===== src/rtl/alu_scheduler.sv =====
// alu_scheduler
//   Shares one combinational ALU between two requesters. Requester 0 is the
//   integer execute path and requester 1 is the branch/address unit. One
//   operation is accepted at a time. Its operands and opcode are registered
//   onto the ALU and held for a per-opcode number of cycles, so multiply is
//   treated as multicycle. The ALU result and flags are then captured into a
//   one-cycle response.
//
// Handshake: a requester presents reqN_valid with a/b/op and holds them
//   stable until reqN_ready. reqN_ready is high only in IDLE, only for the
//   arbitration winner, and only while that requester is valid. A transfer
//   happens on a clock edge where valid && ready. At most one requester is
//   ready in any cycle.
//
// Ports:
//   clk, rst                     clock (rising edge), async active-high reset
//   reqN_valid/ready/a/b/op      request channel for requester N (N = 0, 1)
//   alu_a, alu_b, alu_op         registered operands/opcode to the ALU
//   alu_result, alu_zero/carry/sign/ovf   ALU result and flags
//   rsp_valid                    one-cycle response strobe
//   rsp_id                       requester that owns the response
//   rsp_result, rsp_flags        captured result and {zero, carry, sign, ovf}
//   rsp_err                      opcode was 1000 or 1001 (unimplemented)
//   busy                         high while an operation is executing (EXEC)
module alu_scheduler #(
  parameter int DATA_W  = 32,
  parameter int ALU_LAT = 1,
  parameter int MUL_LAT = 4
) (
  input  logic              clk,
  input  logic              rst,
  input  logic              req0_valid,
  output logic              req0_ready,
  input  logic [DATA_W-1:0] req0_a,
  input  logic [DATA_W-1:0] req0_b,
  input  logic [3:0]        req0_op,
  input  logic              req1_valid,
  output logic              req1_ready,
  input  logic [DATA_W-1:0] req1_a,
  input  logic [DATA_W-1:0] req1_b,
  input  logic [3:0]        req1_op,
  output logic [DATA_W-1:0] alu_a,
  output logic [DATA_W-1:0] alu_b,
  output logic [3:0]        alu_op,
  input  logic [DATA_W-1:0] alu_result,
  input  logic              alu_zero,
  input  logic              alu_carry,
  input  logic              alu_sign,
  input  logic              alu_ovf,
  output logic              rsp_valid,
  output logic              rsp_id,
  output logic [DATA_W-1:0] rsp_result,
  output logic [3:0]        rsp_flags,
  output logic              rsp_err,
  output logic              busy
);

  typedef enum logic {
    IDLE = 1'b0,
    EXEC = 1'b1
  } state_t;

  // Opcode 1000 makes the ALU output result 0 and flags 0. It is parked on
  // the ALU whenever no operation is executing.
  localparam logic [3:0] OP_DEFAULT = 4'b1000;
  localparam logic [3:0] ALU_HOLD   = 4'(ALU_LAT - 1);
  localparam logic [3:0] MUL_HOLD   = 4'(MUL_LAT - 1);

  state_t      state;
  logic        rr_ptr;     // requester favoured when both are valid
  logic        owner;      // requester of the operation in flight
  logic [3:0]  hold_cnt;   // remaining EXEC cycles after the current one

  logic              grant;
  logic              accept;
  logic [DATA_W-1:0] sel_a;
  logic [DATA_W-1:0] sel_b;
  logic [3:0]        sel_op;
  logic              sel_is_mul;

  // Arbitration: a lone valid requester wins outright. When both are
  // valid, the round-robin pointer decides.
  always_comb begin
    grant = 1'b0;
    if (req0_valid && req1_valid) begin
      grant = rr_ptr;
    end else if (req1_valid) begin
      grant = 1'b1;
    end
  end

  assign req0_ready = (state == IDLE) && req0_valid && !grant;
  assign req1_ready = (state == IDLE) && req1_valid &&  grant;
  assign accept     = req0_ready || req1_ready;

  assign sel_a      = grant ? req1_a  : req0_a;
  assign sel_b      = grant ? req1_b  : req0_b;
  assign sel_op     = grant ? req1_op : req0_op;
  // Opcodes 0010 and 0011 are the multiply variants.
  assign sel_is_mul = (sel_op[3:1] == 3'b001);

  assign busy = (state == EXEC);

  always_ff @(posedge clk or posedge rst) begin
    if (rst) begin
      state      <= IDLE;
      rr_ptr     <= 1'b0;
      owner      <= 1'b0;
      hold_cnt   <= 4'd0;
      alu_a      <= '0;
      alu_b      <= '0;
      alu_op     <= OP_DEFAULT;
      rsp_valid  <= 1'b0;
      rsp_id     <= 1'b0;
      rsp_result <= '0;
      rsp_flags  <= 4'd0;
      rsp_err    <= 1'b0;
    end else begin
      rsp_valid <= 1'b0;
      case (state)
        IDLE: begin
          if (accept) begin
            alu_a    <= sel_a;
            alu_b    <= sel_b;
            alu_op   <= sel_op;
            owner    <= grant;
            hold_cnt <= sel_is_mul ? MUL_HOLD : ALU_HOLD;
            rr_ptr   <= ~grant;
            state    <= EXEC;
          end
        end
        EXEC: begin
          if (hold_cnt != 4'd0) begin
            hold_cnt <= hold_cnt - 4'd1;
          end else begin
            // Last EXEC cycle: the ALU has seen stable inputs for the full
            // hold time, so its outputs are captured here.
            rsp_valid  <= 1'b1;
            rsp_id     <= owner;
            rsp_result <= alu_result;
            rsp_flags  <= {alu_zero, alu_carry, alu_sign, alu_ovf};
            rsp_err    <= (alu_op[3:1] == 3'b100);
            alu_op     <= OP_DEFAULT;
            state      <= IDLE;
          end
        end
        default: state <= IDLE;
      endcase
    end
  end

endmodule


===== config.mk =====
export PLATFORM = sky130hd
export DESIGN_NAME = alu_scheduler
export DESIGN_NICKNAME = d
export VERILOG_FILES = /design/src/rtl/alu_scheduler.sv
export SDC_FILE = /design/constraint.sdc
export NUM_CORES = 1
export LEC_CHECK = 0
export CAP_MARGIN = 10
export CORE_MARGIN = 5
export CORE_UTILIZATION = 40
export DETAILED_ROUTE_END_ITERATION = 8
export PLACE_DENSITY = 0.82
export SYNTH_ARGS = -nofsm -noshare
export SYNTH_HDL_FRONTEND = slang
export SYNTH_SLANG_ARGS = --single-unit

===== constraint.sdc =====
create_clock -name clk -period 4.8 [get_ports clk]
set_input_delay 0.48 -clock clk [delete_from_list [all_inputs] [get_ports clk]]
set_output_delay 0.48 -clock clk [all_outputs]
set_load 0.01 [all_outputs]

# Word-level counts from Yosys, hierarchy flattened
# Index checks and enable logic that the tools add are counted.
# totals
ff_bits,114
input_bits,176
out_inout_bits,110
elab_cells,50
# op_classes
addsub,1
eq_ne,5
muxes,17
bitwise_logic,3
reduce_logical,12
# ops
operator,count
two-way mux 32 bit,2
two-way mux 4 bit,5
case mux 4 bit (2 select lines),2
AND reduction 2 bit,4
two-way mux 1 bit,6
logical AND 1 bit,5
inequality test 2 bit (second input constant),2
nonzero test 4 bit,1
subtractor 4 x 1 -> 4 bit (second input constant),1
equality test 3 x 1 -> 1 bit (second input constant),1
equality test 3 bit (second input constant),1
NOT 1 bit,3
two-way mux 2 bit,1
inequality test 2 x 1 -> 1 bit (second input constant),1
case mux 1 bit (2 select lines),1
logical NOT 1 bit,1
logical OR 1 bit,1

# Depth between registers and ports, before layout
# depth
ltp_word,7
depth_mapped,7
depth_no_buf,6

# Worst setup path after synthesis
# No wires, ideal clock.
# synth_timing
kind,input to output
from,in req0_valid
to,out req0_ready
t_arrival_ps,1290
required_time_ps,4320
slack_ps,3030
cell_stages,5
n_path_buf,2
path_cell_list,inv_2 -> o21ai_4 -> buf_8 -> buf_12 -> nor2b_1
# synth_between
elab_chain_len,4
elab_cells_between_ends,5
cone_classes,mux (1); reduce/logical (4)
# synth_rtl
item,line_no,source
from (decl),32,"input logic req0_valid,"
logical AND 1 bit,85,if (req0_valid && req1_valid) begin
two-way mux 1 bit,85,
logical NOT 1 bit,92,assign req0_ready = (state == IDLE) && req0_valid && !grant;
logical AND 1 bit (*),92,
to (decl),33,"output logic req0_ready,"
# Every way passes the cells marked *; elsewhere a longest branch is shown, timed or not.

# Worst setup path in the final report
# layout_timing
from,"reg state, in the netlist busy"
to,out req0_ready
# layout_between
elab_chain_len,3
# layout_rtl
item,line_no,source
from (decl),69,state_t state;
from (signal assigned),106,state <= IDLE;
from (signal assigned),129,state <= EXEC;
from (signal assigned),144,state <= IDLE;
NOT 1 bit (no source line),n/a,
logical AND 1 bit (2 in series),92,
# No other way between the ends.

==> results.toml <==
[placement]
place_area_sq_um = 8300
dp_cells = 861
port_buffers = 285
hpwlAfterDp_um = 12100
place.gp.congestion = 0.846

[clock_network]
cts-root-buf = "clkbuf_16"
cts_resized = 0
numClockSinks = 114
cts_buffers = 17
clock_latency_ns = 0.41
cts_setup_buffers = 0
cts_tree = "yes"
cts_hold_buf = 0
clk_pin_slew_ns = 0.05
htreeDepth = 4
clk_path_buf_depth = 2

[synthesis]
yosysTopAreaCell = "dfrtp_1"
yosysSeqAreaShare = 0.533
synthArstFlopShare = 1.00
syn_avg_cell_area_sq_um = 12.6
syn-instance-count = 425
ys.flop_type = "dfrtp_1"
yosys_register_bits = 114
synth_top_area_frac = 0.528
synth_edf_count = 0
yosys.cell_types.count = 30
syn_area_sq_um = 5360
yosys_warnings = 0
syn-num-nets = 603
synthTopCellsByArea = "dfrtp_1, mux2_2, o22a_1"

[drt]
wl_per_cell_um = 18.3
drt_first_pass_iters = 4
routed_wl_um = 16300
drt_iter0_markers = 196
via_per_inst = 5.00
vias = 4463
antenna_left = 0
drc = 0

[critical_path]
required_ns = 4.32
cp.arrival_ns = 2.37
critical_path_class = "reg2out"
crit_family = "flip-flops"
crit_path_max_incr_delay_ns = 1.11
crit_slowest_cell = "dfrtp_2"
reg2reg_from = "busy"
startpoint_type = "flip-flop"
crit_start = "busy"
endpoint_kind = "output port"
crit_buf_inv = 1
crit_chain = "nand2b_1, nor2b_1, clkdlybuf4s50_1"
cp_max_fo = 60

[sta]
fin_crit_sh = 0.595
skew_ns = 0.00769
slew_viol_final = 0
finalHoldViolCount = 0
tightestPinTransition_ns = 1.14
setup_viol = 0
fin_setup_tns_ns = 0
rsz0062_at_grt = "false"
relSlewSlack = 0.238
max_freq_mhz = 350
fin_crit_ns = 2.85

[cells_and_area]
seqCellArea_sq_um = 2860
drive_gt1_frac = 0.188
nets = 882
n_fill_cell = 967
area_growth_pct = 66.3
instances_no_fill = 893
multi_input_area_sq_um = 2300
n_antenna_cell = 0
final_util = 0.675
finalInstanceArea_sq_um = 8910

[power]
p_int_mw = 3.74
power.switching_mw = 1.75
leakage_nw = 3.57
swShare = 0.319
powerDensity_nw_per_um2 = 617
seqPwrFrac = 0.326
pwr-share-clk = 0.233
power.combinational.fraction = 0.440
total_power_mw = 5.49
ir_worst_vdd_mv = 0.354

[global_routing]
grt_pass1_wl_um = 26400
grt_max_degree = 75
grt_pass1_vias = 4978
gr-usage-all-layers = 0.210
antenna_found_initial = 0
gr-total-overflow = 0

[floorplanning]
die-height_um = 126
core.rowCount = 42
core_area_sq_um = 13200
io_pins = 286
start_util = 0.406
dieArea_sq_um = 15800
dieWidth_um = 126

[worst_hold_path]
hold_path_class = "reg2reg"
hold_path.startpoint = "alu_a[27]"

[flow_run]
drv_cap = 0

[status]
status = "completed"
-- registers in the layout (all words and copies together), names as in the netlist --
register / flops
owner: 1
hold_cnt: 4
alu_a: 32
rsp_result: 32
rr_ptr: 1
alu_op: 4
busy: 1
rsp_valid: 1
alu_b: 32
rsp_err: 1
rsp_id: 1
rsp_flags: 4
-- power groups by stage --
stage          Sequential, mW  Clock, mW  Combinational (mW)
2_1_floorplan            1.91          0                1.02
3_3_place_gp             1.77          0                2.38
3_5_place_dp             1.80          0                2.44
4_1_cts                  1.80       1.31                2.46
5_1_grt                  1.86       1.36                2.60
6_report                 1.79       1.28                2.42
-- routing by layer --
layer | GRT usage | vias to the layer above | wire [um]
met5 | 0 | - | 0
met4 | 0.0835 | 0 | 444
met3 | 0.0948 | 37 | 1670
met2 | 0.359 | 201 | 8330
met1 | 0.227 | 2146 | 5880
li1 | - | 2079 | -
-- path summary, 6_finish.rpt --
check / end / slack (ns) / cells after the start
max: req0_ready / 1.95 / 3
min: alu_a[27] / 0.48 / 1
max reg2reg: alu_op[1] / 2.31 / 4
min reg2reg: alu_a[27] / 0.48 / 1
max in group asynchronous: busy / 3.07 / 3
min in group asynchronous: rsp_result[8] / 0.63 / 2
-- synthesized netlist by cell type (3+ instances only) --
| master | n |
|---|---|
| inv_1 | 5 |
| a22o_1 | 3 |
| a21oi_1 | 20 |
| nor2_1 | 25 |
| nor3_1 | 4 |
| mux2i_1 | 19 |
| clkbuf_1 | 15 |
| buf_2 | 10 |
| mux2_2 | 87 |
| nand2b_1 | 49 |
| o21ai_0 | 3 |
| dfrtp_1 | 113 |
| buf_6 | 3 |
| o22a_1 | 47 |
-- kinds of logic (layout without fill, tap and decap cells) --
| group | count (synthesis) | count (layout) | share of synthesized area |
|---|---|---|---|
| and+or+nand+nor | 87 | 87 | 0.0902 |
| muxes | 106 | 106 | 0.218 |
| AOI/OAI and AO/OA | 78 | 78 | 0.112 |
| adders and majority gates | 2 | 2 | 0.00467 |
| buffers and inverters | 38 | 330 | 0.0421 |
| DFF | 114 | 114 | 0.533 |
-- cell type report --
class                           count  area share
Inverter                            6     0.00281
Clock inverter                     15      0.0204
Sequential cell                   114       0.321
Clock buffer                       17      0.0478
Multi-Input combinational cell    273       0.258
Timing Repair Buffer              292       0.326
Tap cell                          176      0.0247
-- through the flow --
stage | hold WS [ns] | setup WS [ns]
floorplan | 0.444 | 1.31
global placement | 0.455 | 2.07
detailed placement | 0.479 | 2.06
CTS | 0.491 | 1.86
global route | 0.517 | 1.76
finish | 0.484 | 1.95
-- layout by cell type (no fill, tap or decap), types with 3 or more instances in the layout --
| cell | n |
|---|---|
| buf_4 | 7 |
| nand2b_1 | 49 |
| mux2_2 | 87 |
| inv_6 | 4 |
| nor2_1 | 25 |
| clkinvlp_4 | 5 |
| dfrtp_1 | 112 |
| inv_1 | 4 |
| clkdlybuf4s50_1 | 284 |
| o22a_1 | 47 |
| a21oi_1 | 20 |
| bufinv_16 | 3 |
| nor3_1 | 4 |
| a22o_1 | 3 |
| o21ai_0 | 3 |
| mux2i_1 | 19 |
| clkbuf_16 | 17 |
(Power assumes the default switching activity.)
